`config.mk`:
```
export PLATFORM = sky130hd
export DESIGN_NAME = lsu_agu_fifo
export DESIGN_NICKNAME = d
export VERILOG_FILES = /design/src/rtl/lsu_agu_fifo.sv
export SDC_FILE = /design/constraint.sdc
export NUM_CORES = 1
export LEC_CHECK = 0
export CORE_ASPECT_RATIO = 1.5
export CORE_UTILIZATION = 55
export DETAILED_ROUTE_END_ITERATION = 16
export PLACE_DENSITY = 0.87
export SLEW_MARGIN = 20
export SYNTH_ARGS = -nofsm -noshare
export SYNTH_HDL_FRONTEND = slang
export SYNTH_SLANG_ARGS = --single-unit
```
`constraint.sdc`:
```
create_clock -name clk -period 3.75 [get_ports clk]
set_clock_uncertainty 0.1 [all_clocks]
set_input_delay 0.75 -clock clk [delete_from_list [all_inputs] [get_ports clk]]
set_output_delay 0.75 -clock clk [all_outputs]
set_load 0.005 [all_outputs]
```
`src/rtl/lsu_agu_fifo.sv`:
```
`default_nettype none
// ============================================================================
// Module      : lsu_agu_fifo
// Description : Memory stage directly after the LSU issue queue. Computes the
//               virtual address (base + sign-extended imm12), byte strobes and
//               lane-aligned store data for each issued load/store, flags
//               address-misaligned accesses (ALE), buffers the results in a
//               small in-order FIFO and presents the head entry either to the
//               DCache (valid/ready) or as a one-cycle ALE exception report.
//
// Optional    : LSU_ALIGN_CHECK_EN
//               defined   -> misaligned head entries are routed to exc_*;
//               undefined -> ALE flag forced 0, exc_* tied 0, every entry goes
//                            to the DCache with its raw address.
//
// Parameters  : DEPTH    - FIFO entries (power of two, >= 2)
//               ROB_ID_W - width of the ROB tag carried with each request
//
// Ports       : clk, rst_n (async active-low), flush (synchronous clear)
//               in_*  : issued op from the issue queue; in_ready_o is the
//                       issue queue's fifo_ready
//               req_* : DCache request channel (valid/ready)
//               exc_* : one-cycle ALE report (vaddr + ROB tag)
//
// Revision    : 1.0 - initial release
// ============================================================================
module lsu_agu_fifo #(
    parameter int DEPTH    = 4,
    parameter int ROB_ID_W = 6
) (
    input  logic                clk,
    input  logic                rst_n,
    input  logic                flush,
    // issue side
    input  logic                in_valid_i,
    output logic                in_ready_o,
    input  logic [31:0]         in_base_i,
    input  logic [11:0]         in_imm_i,
    input  logic [31:0]         in_wdata_i,
    input  logic [2:0]          in_op_i,
    input  logic [ROB_ID_W-1:0] in_rob_id_i,
    // DCache request side
    output logic                req_valid_o,
    input  logic                req_ready_i,
    output logic [31:0]         req_addr_o,
    output logic                req_we_o,
    output logic [3:0]          req_strb_o,
    output logic [31:0]         req_wdata_o,
    output logic [2:0]          req_op_o,
    output logic [ROB_ID_W-1:0] req_rob_id_o,
    // misaligned-address exception report
    output logic                exc_valid_o,
    output logic [31:0]         exc_vaddr_o,
    output logic [ROB_ID_W-1:0] exc_rob_id_o
);

    localparam int c_PTR_W = $clog2(DEPTH);
    localparam int c_CNT_W = c_PTR_W + 1;

    // ------------------------------------------------------------------------
    // Address generation (purely combinational, captured at push)
    // ------------------------------------------------------------------------
    logic [31:0] w_addr;
    logic [1:0]  w_off;
    logic        w_is_byte;
    logic        w_is_half;
    logic        w_we;
    logic [3:0]  w_strb;
    logic [31:0] w_wdata;
    logic        w_ale;

    assign w_addr    = in_base_i + {{20{in_imm_i[11]}}, in_imm_i};
    assign w_off     = w_addr[1:0];
    assign w_is_byte = (in_op_i == 3'd0) || (in_op_i == 3'd3) || (in_op_i == 3'd5);
    assign w_is_half = (in_op_i == 3'd1) || (in_op_i == 3'd4) || (in_op_i == 3'd6);
    assign w_we      = (in_op_i >= 3'd5);

    // Half strobe shifted by 3 deliberately truncates to 4'b1000; only
    // reachable as a request when the alignment check is compiled out.
    always_comb begin
        w_strb = 4'b1111;
        if (w_is_byte) begin
            w_strb = 4'b0001 << w_off;
        end else if (w_is_half) begin
            w_strb = 4'b0011 << w_off;
        end
    end

    // Narrow store data is taken from the low bits of rd; the lane shift is
    // the only positioning applied.
    assign w_wdata = in_wdata_i << {w_off, 3'b000};

`ifdef LSU_ALIGN_CHECK_EN
    logic w_is_word;
    assign w_is_word = (in_op_i == 3'd2) || (in_op_i == 3'd7);
    assign w_ale     = (w_is_half && w_off[0]) || (w_is_word && (w_off != 2'b00));
`else
    assign w_ale     = 1'b0;
`endif

    // ------------------------------------------------------------------------
    // FIFO storage and control
    // ------------------------------------------------------------------------
    logic [31:0]         r_addr  [DEPTH];
    logic                r_we    [DEPTH];
    logic [3:0]          r_strb  [DEPTH];
    logic [31:0]         r_wdata [DEPTH];
    logic [2:0]          r_op    [DEPTH];
    logic [ROB_ID_W-1:0] r_rob   [DEPTH];
    logic                r_ale   [DEPTH];

    logic [c_PTR_W-1:0]  r_wr_ptr;
    logic [c_PTR_W-1:0]  r_rd_ptr;
    logic [c_CNT_W-1:0]  r_count;

    logic w_full;
    logic w_head_valid;
    logic w_head_ale;
    logic w_req_valid;
    logic w_exc_valid;
    logic w_push;
    logic w_pop;

    assign w_full       = (r_count == c_CNT_W'(DEPTH));
    assign w_head_valid = (r_count != '0);
    assign w_head_ale   = r_ale[r_rd_ptr];
    assign w_req_valid  = w_head_valid && !w_head_ale;
    assign w_exc_valid  = w_head_valid && w_head_ale;

    // in_ready follows the registered count, so a pop in this cycle does not
    // open a slot until the next one.
    assign w_push = in_valid_i && !w_full && !flush;
    // An ALE head is retired unconditionally in the cycle it is reported.
    assign w_pop  = (w_req_valid && req_ready_i) || w_exc_valid;

    always_ff @(posedge clk) begin
        if (w_push) begin
            r_addr [r_wr_ptr] <= w_addr;
            r_we   [r_wr_ptr] <= w_we;
            r_strb [r_wr_ptr] <= w_strb;
            r_wdata[r_wr_ptr] <= w_wdata;
            r_op   [r_wr_ptr] <= in_op_i;
            r_rob  [r_wr_ptr] <= in_rob_id_i;
            r_ale  [r_wr_ptr] <= w_ale;
        end
    end

    // Pointers wrap naturally because DEPTH is a power of two.
    always_ff @(posedge clk or negedge rst_n) begin
        if (!rst_n) begin
            r_wr_ptr <= '0;
            r_rd_ptr <= '0;
            r_count  <= '0;
        end else if (flush) begin
            // A handshake completing this cycle is still taken by the DCache;
            // the FIFO simply empties.
            r_wr_ptr <= '0;
            r_rd_ptr <= '0;
            r_count  <= '0;
        end else begin
            if (w_push) begin
                r_wr_ptr <= r_wr_ptr + c_PTR_W'(1);
            end
            if (w_pop) begin
                r_rd_ptr <= r_rd_ptr + c_PTR_W'(1);
            end
            unique case ({w_push, w_pop})
                2'b10:   r_count <= r_count + c_CNT_W'(1);
                2'b01:   r_count <= r_count - c_CNT_W'(1);
                default: r_count <= r_count;
            endcase
        end
    end

    // ------------------------------------------------------------------------
    // Head output routing; fields are zero whenever their channel is idle so
    // the outputs read as 0 out of reset and when empty.
    // ------------------------------------------------------------------------
    assign in_ready_o   = !w_full;

    assign req_valid_o  = w_req_valid;
    assign req_addr_o   = w_req_valid ? r_addr [r_rd_ptr] : 32'd0;
    assign req_we_o     = w_req_valid ? r_we   [r_rd_ptr] : 1'b0;
    assign req_strb_o   = w_req_valid ? r_strb [r_rd_ptr] : 4'd0;
    assign req_wdata_o  = w_req_valid ? r_wdata[r_rd_ptr] : 32'd0;
    assign req_op_o     = w_req_valid ? r_op   [r_rd_ptr] : 3'd0;
    assign req_rob_id_o = w_req_valid ? r_rob  [r_rd_ptr] : '0;

`ifdef LSU_ALIGN_CHECK_EN
    assign exc_valid_o  = w_exc_valid;
    assign exc_vaddr_o  = w_exc_valid ? r_addr[r_rd_ptr] : 32'd0;
    assign exc_rob_id_o = w_exc_valid ? r_rob [r_rd_ptr] : '0;
`else
    assign exc_valid_o  = 1'b0;
    assign exc_vaddr_o  = 32'd0;
    assign exc_rob_id_o = '0;
`endif

endmodule
`default_nettype wire

```
After elaboration in Yosys (flattened, before gate mapping):

Memory sizes are Yosys's and may differ from the RTL's.
Cells that the tools add are included.

* bits in registers: 7
* latch bits: 0
* bits in writable memories: 312
* ROM bits: 0
* output and inout bits: 119
* logic and storage cells: 60
* memories: 6

* add/sub/neg operators: 5
* multipliers: 0
* divide/modulo/power cells: 0
* order comparisons: 1
* equality and inequality tests: 8
* shifts and indexed selects: 3
* muxes and demuxes: 16
* bitwise logic cells: 0
* reductions and logical operators: 18

Memory list
* r_addr: depth 4, bits a word 32, read ports 1, clocked after memory_dff 0, write ports 1, RTL line 104 `logic [31:0] r_addr [DEPTH];`
* r_wdata: depth 4, bits a word 32, read ports 1, clocked after memory_dff 0, write ports 1, RTL line 107 `logic [31:0] r_wdata [DEPTH];`
* r_rob: depth 4, bits a word 6, read ports 1, clocked after memory_dff 0, write ports 1, RTL line 109 `logic [ROB_ID_W-1:0] r_rob [DEPTH];`
* r_strb: depth 4, bits a word 4, read ports 1, clocked after memory_dff 0, write ports 1, RTL line 106 `logic [3:0] r_strb [DEPTH];`
* r_op: depth 4, bits a word 3, read ports 1, clocked after memory_dff 0, write ports 1, RTL line 108 `logic [2:0] r_op [DEPTH];`
* r_we: depth 4, bits a word 1, read ports 1, clocked after memory_dff 0, write ports 1, RTL line 105 `logic r_we [DEPTH];`

Operators by type and width (number)
* $mux 32: 2
* $add 32x32->32: 1
* $shl 32x5->32: 1
* $eq 3x3->1 const B: 4
* $mux 4: 3
* $mux 2: 4
* $mux 3: 2
* $mux 6: 1
* $pmux 3 s2: 1
* $reduce_bool 3->1: 2
* $logic_or 1x1->1: 5
* $add 2x1->2 const B: 2
* $logic_and 1x1->1: 4
* $reduce_bool 2->1: 2
* $shl 1x2->4 const A: 1
* $shl 2x2->4 const A: 1
* $add 3x1->3 const B: 1
* $eq 3x1->1 const B: 1
* $eq 3x2->1 const B: 1
* $ge 3x3->1 const B: 1
* $logic_not 3->1: 1
* $mux 1: 3
* $sub 3x1->3 const B: 1
* $eq 2x1->1 const B: 1
* 4 further kinds: 5

Longest topological paths before layout:

Gate-level depths: netlist (run 1).

* word-level depth: 7
* depth in mapped cells: 10

Worst setup path before layout (run 1):

OpenSTA, ideal clock, no wires.

* kind: input port to flip-flop
* start: in flush
* end: mem r_addr[0][0] (enable)
* library setup time: 0.445 ns
* arrival: 2.962 ns
* data required time: 3.205 ns
* path slack: 0.243 ns
* stages: 3
* path buffers: 1
* cells stage by stage: clkbuf_1 -> nor2_1 -> and2_1

* longest elaborated chain between the ends: 4

RTL lines
* from (decl): RTL line 33 `input logic flush,`
* $logic_not 1->1: RTL line 132 `assign w_push = in_valid_i && !w_full && !flush;`
* $logic_and 1x1->1: RTL line 132
* $mux 1: RTL line 137 `if (w_push) begin`
* $mux 1
* to (decl): RTL line 104

Every way passes these cells.

Final worst setup path (run 1):

* start: reg r_rd_ptr[1]
* end: out req_addr_o[10]

* longest elaborated chain between the ends: 2

RTL lines
* from (decl): RTL line 113 `logic [c_PTR_W-1:0] r_rd_ptr;`
* from (signal assigned): RTL line 165 `r_rd_ptr <= r_rd_ptr + c_PTR_W'(1);`
* $mem_v2 4x32
* $mux 32: RTL line 182 `assign req_addr_o = w_req_valid ? r_addr [r_rd_ptr] : 32'd0;`
* to (decl): RTL line 45 `output logic [31:0] req_addr_o,`

Every way passes these cells.

==> flow_summary_export.csv, run 1 <==
group,metric,value,unit
sta,setup_viol,0,
worst_setup_path,crit_fanout,32,
clocking,cts_tree,"done",
final_layout,ff_latch_area,9552,um2
final_layout,fillerInstances,1756,
drt,drt_pass1_iterations,5,
worst_setup_path,r2r_setup_slack,1.17,ns
drt,vias_per_cell,5.859,
worst_setup_path,rr_worst_depth,8,
worst_setup_path,crit_path_start_kind,"flop",
yosys,netlist_instances,929,
worst_setup_path,arrival,2.68,ns
clocking,post_cts_buffers,0,
placement,dp_hpwl,21510,um
drt,wl_per_cell,20.86,um
worst_hold_path,min_path_type,"primary input to asynchronous set/reset pin",
die,core,26490,um2
final_layout,layout-drive-gt1-share,0.1684,
placement,io_buffers,169,
die,num_rows,73,
yosys,yosys_warnings,0,
worst_setup_path,crit_start,"r_rd_ptr[1]",
clocking,root_buffer,"clkbuf_16",
die,start_util,0.5608,
power,peakVddDrop,0.6213,mV
clocking,cts.path.max_buffers,3,
yosys,yosysSeqAreaShare,0.6425,
global_routing,grt_pass1_vias,8834,
power,powerDensity,614.0,nW/um2
die,die_w,136.2,um
die,ios,209,
final_layout,insertedDiodeCount,0,
drt,drt_iter0_drc,597,
clocking,clk_latency,0.54,ns
global_routing,overflow,0,
placement,globalplace.congestion,0.9112,
clocking,clkSlewWorstSetupHoldPaths,0.07,ns
final_layout,multi_input_area,4962,um2
die,die_h,203.3,um
die,die-area,27680,um2
yosys,synth-edff-count,312,
placement,dp_slack,-0.04984,ns
final_layout,nets,1267,
worst_setup_path,rr_endpoint,"r_count[1]",
status,outcome,"finished clean",
sta,period_needed,3.530,ns
global_routing,grt_pass1_wl,48320,um
worst_setup_path,path_class,"flop to output port",
sta,fmax,283.3,MHz
sta,setup_slack,0.2198,ns
clocking,cts-hold-fix-buffers,0,
yosys,synth_flop_cell,"edfxtp_1",
yosys,ys_async_sr_fraction,0.02194,
power,leakage,6.273,nW
sta,finalCritPeriodShare,0.9414,
clocking,h-tree-depth,1,
clocking,cts_sinks,319,
global_routing,antenna_found_initial,2,
worst_setup_path,crit_end,"req_addr_o[10]",
run,maxCapViolations,0,
worst_setup_path,r2r_start,"r_count[0]",
global_routing,grt_max_degree,52,
clocking,ctsResizeCount,1,
sta,hold_violations,0,
clocking,cts_buffers,28,
final_layout,final_common_cell,"edfxtp_1",
yosys,netlist_area,14850,um2
final_layout,most-common-layout-cells,"edfxtp_1, clkdlybuf4s50_1, and2_1, mux4_2, buf_4",
drt,vias,8759,
sta,slew_violations,0,
yosys,synth_area_per_cell,15.99,um2
sta,grt_setup_unrepaired,"false",
worst_setup_path,cp.required,2.90,ns
final_layout,syn_to_final_growth,22.56,%
yosys,ys_ff_latch,319,
global_routing,grt_use_total,0.2317,
sta,worst_pin_slew,0.6648,ns
worst_setup_path,critPathCaptureType,"output port",
final_layout,final_util,0.6873,
drt,antenna_left,0,
sta,slew_headroom,0.5521,
yosys,ys_types,58,
drt,wl,31180,um
sta,holdWs,0.3590,ns
drt,drc,0,
kinds of logic (layout without fill, tap and decap cells):
group / count (synthesis) / in the layout / synth area share
other: 1 / 39 / 0.0002525
AND/OR/NAND/NOR: 206 / 206 / 0.07379
buffers and inverters: 93 / 284 / 0.03420
XOR/XNOR: 36 / 36 / 0.02123
multiplexers: 98 / 98 / 0.1320
AO/OA/AOI/OAI: 135 / 135 / 0.06048
flip-flops: 319 / 319 / 0.6425
adder cells (fa/ha/maj): 41 / 41 / 0.03555
how the worst min path moves through the flow:
| stage | slack, ns | start | endpoint | cells past startpoint |
|---|---|---|---|---|
| floorplan | 0.35 | rst_n | r_count[0] | 0 |
| global placement | 0.46 | r_count[1] | r_count[1] | 2 |
| detailed placement | 0.49 | r_count[1] | r_count[1] | 2 |
| CTS | 0.35 | rst_n | r_count[2] | 1 |
| global route | 0.39 | rst_n | r_count[2] | 1 |
| finish | 0.36 | rst_n | r_count[2] | 1 |
final cells by class:
type	instances	share of cell area
clock inverters	21	0.01533
inverters	12	0.002474
multi-input cells	555	0.2726
clock buffers	31	0.04027
well taps	337	0.02316
flip-flops and latches	319	0.5247
repair buffers	220	0.1215
synthesized netlist by cell type, drive strengths merged (3+ instances only):
cell type | instances | share of area
a2111oi | 3 | 0.0022
a211oi | 12 | 0.0064
a21boi | 3 | 0.0015
a21o | 11 | 0.0056
a21oi | 38 | 0.013
and2 | 88 | 0.037
and3 | 12 | 0.0051
buf | 53 | 0.024
clkbuf | 28 | 0.0071
dfrtp | 7 | 0.012
edfxtp | 312 | 0.63
ha | 39 | 0.033
inv | 11 | 0.0028
mux2 | 3 | 0.0023
mux2i | 17 | 0.011
mux4 | 78 | 0.12
nand2 | 39 | 0.0099
nand2b | 3 | 0.0013
nand3 | 6 | 0.0024
nand4 | 5 | 0.0021
nor2 | 36 | 0.0091
nor2b | 8 | 0.0034
nor3 | 6 | 0.0020
o211ai | 7 | 0.0035
o21a | 3 | 0.0015
o21ai | 30 | 0.010
o21bai | 4 | 0.0020
o221ai | 3 | 0.0018
o22ai | 4 | 0.0017
xnor2 | 19 | 0.011
xor2 | 17 | 0.010
routing by layer:
layer	GRT usage	up-vias	wire, um
met5	0	-	8
met2	0.4277	357	17030
met1	0.2740	4388	11350
met3	0.02610	60	1798
li1	-	3952	-
met4	0.08492	2	998
state kept, by name, summed over array words and instances, names as in the netlist:
signal and count:
r_addr 128, r_wdata 128, r_rob 24, r_strb 16, r_op 12, r_we 4, r_count 3, r_rd_ptr 2
r_wr_ptr 2
report_power, final:
part / total (mW) / internal (mW) / switching (mW)
clock network: 3.09 / 1.84 / 1.25
registers: 4.43 / 4.30 / 0.129
logic: 3.66 / 2.05 / 1.61
total: 11.2 / 8.18 / 2.99
stage by stage:
step	cells	power [mW]	area [um2]	TNS, ns
after floorplan	967	6.417	15000	0
after global placement	1443	8.100	17190	0
after detailed placement	1443	8.194	17190	-0.1993
after CTS	1495	11.29	18210	0
after global routing	1495	11.68	18210	0
final	1495	11.18	18210	0
worst max-delay path, cell delays in order, from the launching register on:
cell             delay (ns)
dfrtp_4                0.75
buf_4                  0.35
mux4_2                 0.38
and2_1                 0.18
clkdlybuf4s50_1        0.44
Power figures use the tool's default switching activity.
==> inputs of run 2 (changes only) <==
- CORE_MARGIN: default -> 2
- SLEW_MARGIN: 20 -> default
==> run 2 against run 1 <==
Effect of this change:
- sequential power about the same
- final cell count is 0.27% lower
- global-route usage down 1.3 points
- sequential cell count is the same
- worst hold slack better by 0.012 ns
- worst setup slack improved by 0.0098 ns
- power decreased by 0.83%
- core utilization shrank 0.53 points
- wire length up 0.64%
- via count fell by 1.0%
- first-iteration DRC count fell by 3.0%
- die area is 2.5% higher
- highest routed layer is now met4
==> flow_summary_export.csv, run 2 (synthesis results as in run 1) <==
group,metric,value,unit
clocking,cts_tree,"done",
placement,io_buffers,169,
worst_setup_path,critPathCaptureType,"output port",
worst_setup_path,cp.required,2.90,ns
global_routing,overflow,0,
sta,slew_headroom,0.5292,
worst_setup_path,arrival,2.67,ns
power,power_frac_seq,0.398,
power,power.internal,8.107,mW
clocking,ctsResizeCount,0,
clocking,cts.path.max_buffers,3,
drt,drc,0,
final_layout,final_area,18130,um2
power,clockPowerShare,0.266,
final_layout,ff_latch_area,9552,um2
die,die_h,205.3,um
power,leakage,6.240,nW
global_routing,grt_pass1_wl,48500,um
clocking,clk_latency,0.54,ns
drt,wl_per_cell,21.04,um
drt,vias,8671,
placement,dp_slack,-0.06683,ns
placement,globalplace.congestion,0.9626,
placement,placed_cell_area,17160,um2
power,peakVddDrop,0.4162,mV
worst_setup_path,crit_path_start_kind,"flop",
die,num_rows,73,
clocking,h-tree-depth,1,
global_routing,met3_usage,0.02467,
die,start_util,0.5589,
final_layout,fillerInstances,1765,
final_layout,most-common-layout-cells,"edfxtp_1, clkdlybuf4s50_1, and2_1, mux4_2",
sta,grt_setup_unrepaired,"false",
clocking,cts_sinks,319,
power,swShare,0.2686,
power,powerDensity,611.5,nW/um2
global_routing,use_met1,0.2661,
drt,antenna_left,0,
global_routing,grt_use_total,0.2191,
worst_setup_path,path_class,"flop to output port",
sta,setup_viol,0,
final_layout,reg_top3,"r_addr (128), r_wdata (128), r_rob (24)",
worst_hold_path,min_path_type,"primary input to asynchronous set/reset pin",
global_routing,grt.busiest_layer,"met2",
die,die-area,28370,um2
power,power.switching,2.977,mW
sta,slew_violations,0,
clocking,clkSlewWorstSetupHoldPaths,0.07,ns
sta,finalCritPeriodShare,0.9388,
final_layout,final_common_cell,"edfxtp_1",
final_layout,multi_input_area,4957,um2
drt,vias_per_cell,5.816,
sta,worst_pin_slew,0.7036,ns
run,maxCapViolations,0,
final_layout,nets,1263,
power,combPwrFrac,0.336,
global_routing,met2_usage,0.4137,
sta,setup_slack,0.2296,ns
clocking,cts_buffers,27,
die,core,26580,um2
sta,fmax,284.1,MHz
drt,wl,31380,um
global_routing,antenna_found_initial,1,
drt,drt_pass1_iterations,5,
die,ios,209,
final_layout,syn_to_final_growth,22.03,%
final_layout,final_util,0.6820,
final_layout,layout-drive-gt1-share,0.1657,
clocking,root_buffer,"clkbuf_16",
worst_setup_path,crit_fanout,11,
sta,period_needed,3.520,ns
placement,dp_hpwl,21190,um
die,die_w,138.2,um
global_routing,grt_pass1_vias,8870,
status,outcome,"finished clean",
sta,hold_violations,0,
drt,drt_iter0_drc,579,
global_routing,grt_max_degree,82,
==> run 2: cell count changes in the layout (fill, tap and decap cells not counted), sizes merged <==
| cell | previous run | this run |
|---|---|---|
| clkinv | 9 | 13 |
| buf | 51 | 48 |
| clkbuf | 31 | 28 |
| inv | 14 | 12 |
| clkinvlp | 4 | 3 |
| diode | 0 | 1 |
==> run 2: final timing paths <==
check	slack, ns	endpoint	cells after the start	startpoint
min	0.37	r_count[2]	1	rst_n
max reg2reg	1.41	r_wdata[2][20]	6	r_count[0]
min in group clk	0.48	r_wr_ptr[1]	2	r_wr_ptr[1]
max in group asynchronous	2.90	r_rd_ptr[0]	1	rst_n
max	0.23	req_rob_id_o[1]	4	r_rd_ptr[0]
min reg2reg	0.48	r_wr_ptr[1]	2	r_wr_ptr[1]
==> run 2: cell type report <==
type / instances / share of cell area
clock buffer: 28 / 0.03748
antenna: 1 / 0.0001381
timing repair buffer: 217 / 0.1212
clock inverter: 22 / 0.01498
inverter: 12 / 0.002485
tap: 337 / 0.02326
sequential: 319 / 0.5270
multi-input combinational: 555 / 0.2735
==> run 2: worst max-delay path: stages, from the launching register on <==
cell and delay (ns):
dfrtp_4 0.61, buf_4 0.32, mux4_2 0.54, and2_1 0.18, clkdlybuf4s50_1 0.46
==> run 2: timing repair <==
item | CTS | global route
setup endpoints to repair | 0 | 3
buffers inserted | 0 | 1
hold buffers | 0 | 0
==> run 2: layer usage <==
layer	share of wire	routed length, um
met2	0.56	17470
met5	0	0
met1	0.36	11450
met3	0.056	1751
met4	0.023	707
==> run 2: power groups by stage <==
stage,Sequential (mW),Clock (mW),Combinational (mW)
finish,4.41,2.95,3.72
detailed placement,4.51,0,3.72
CTS,4.43,3.01,3.74
global placement,4.49,0,3.66
floorplan,4.42,0,1.99
global route,4.43,3.14,4.03
==> run 2: metrics by stage <==
step	cells	hold WS [ns]	setup TNS [ns]	power (mW)
floorplan	967	0.3544	0	6.417
global placement	1439	0.4621	0	8.148
detailed placement	1439	0.4729	-0.5872	8.225
CTS	1489	0.3564	0	11.18
global route	1490	0.3732	0	11.60
finish	1491	0.3708	0	11.08
==> inputs of run 3 (changes only) <==
- SLEW_MARGIN: default -> 40
==> results of run 3 <==
Final layout, timing and power as in run 2 (identical DEF).
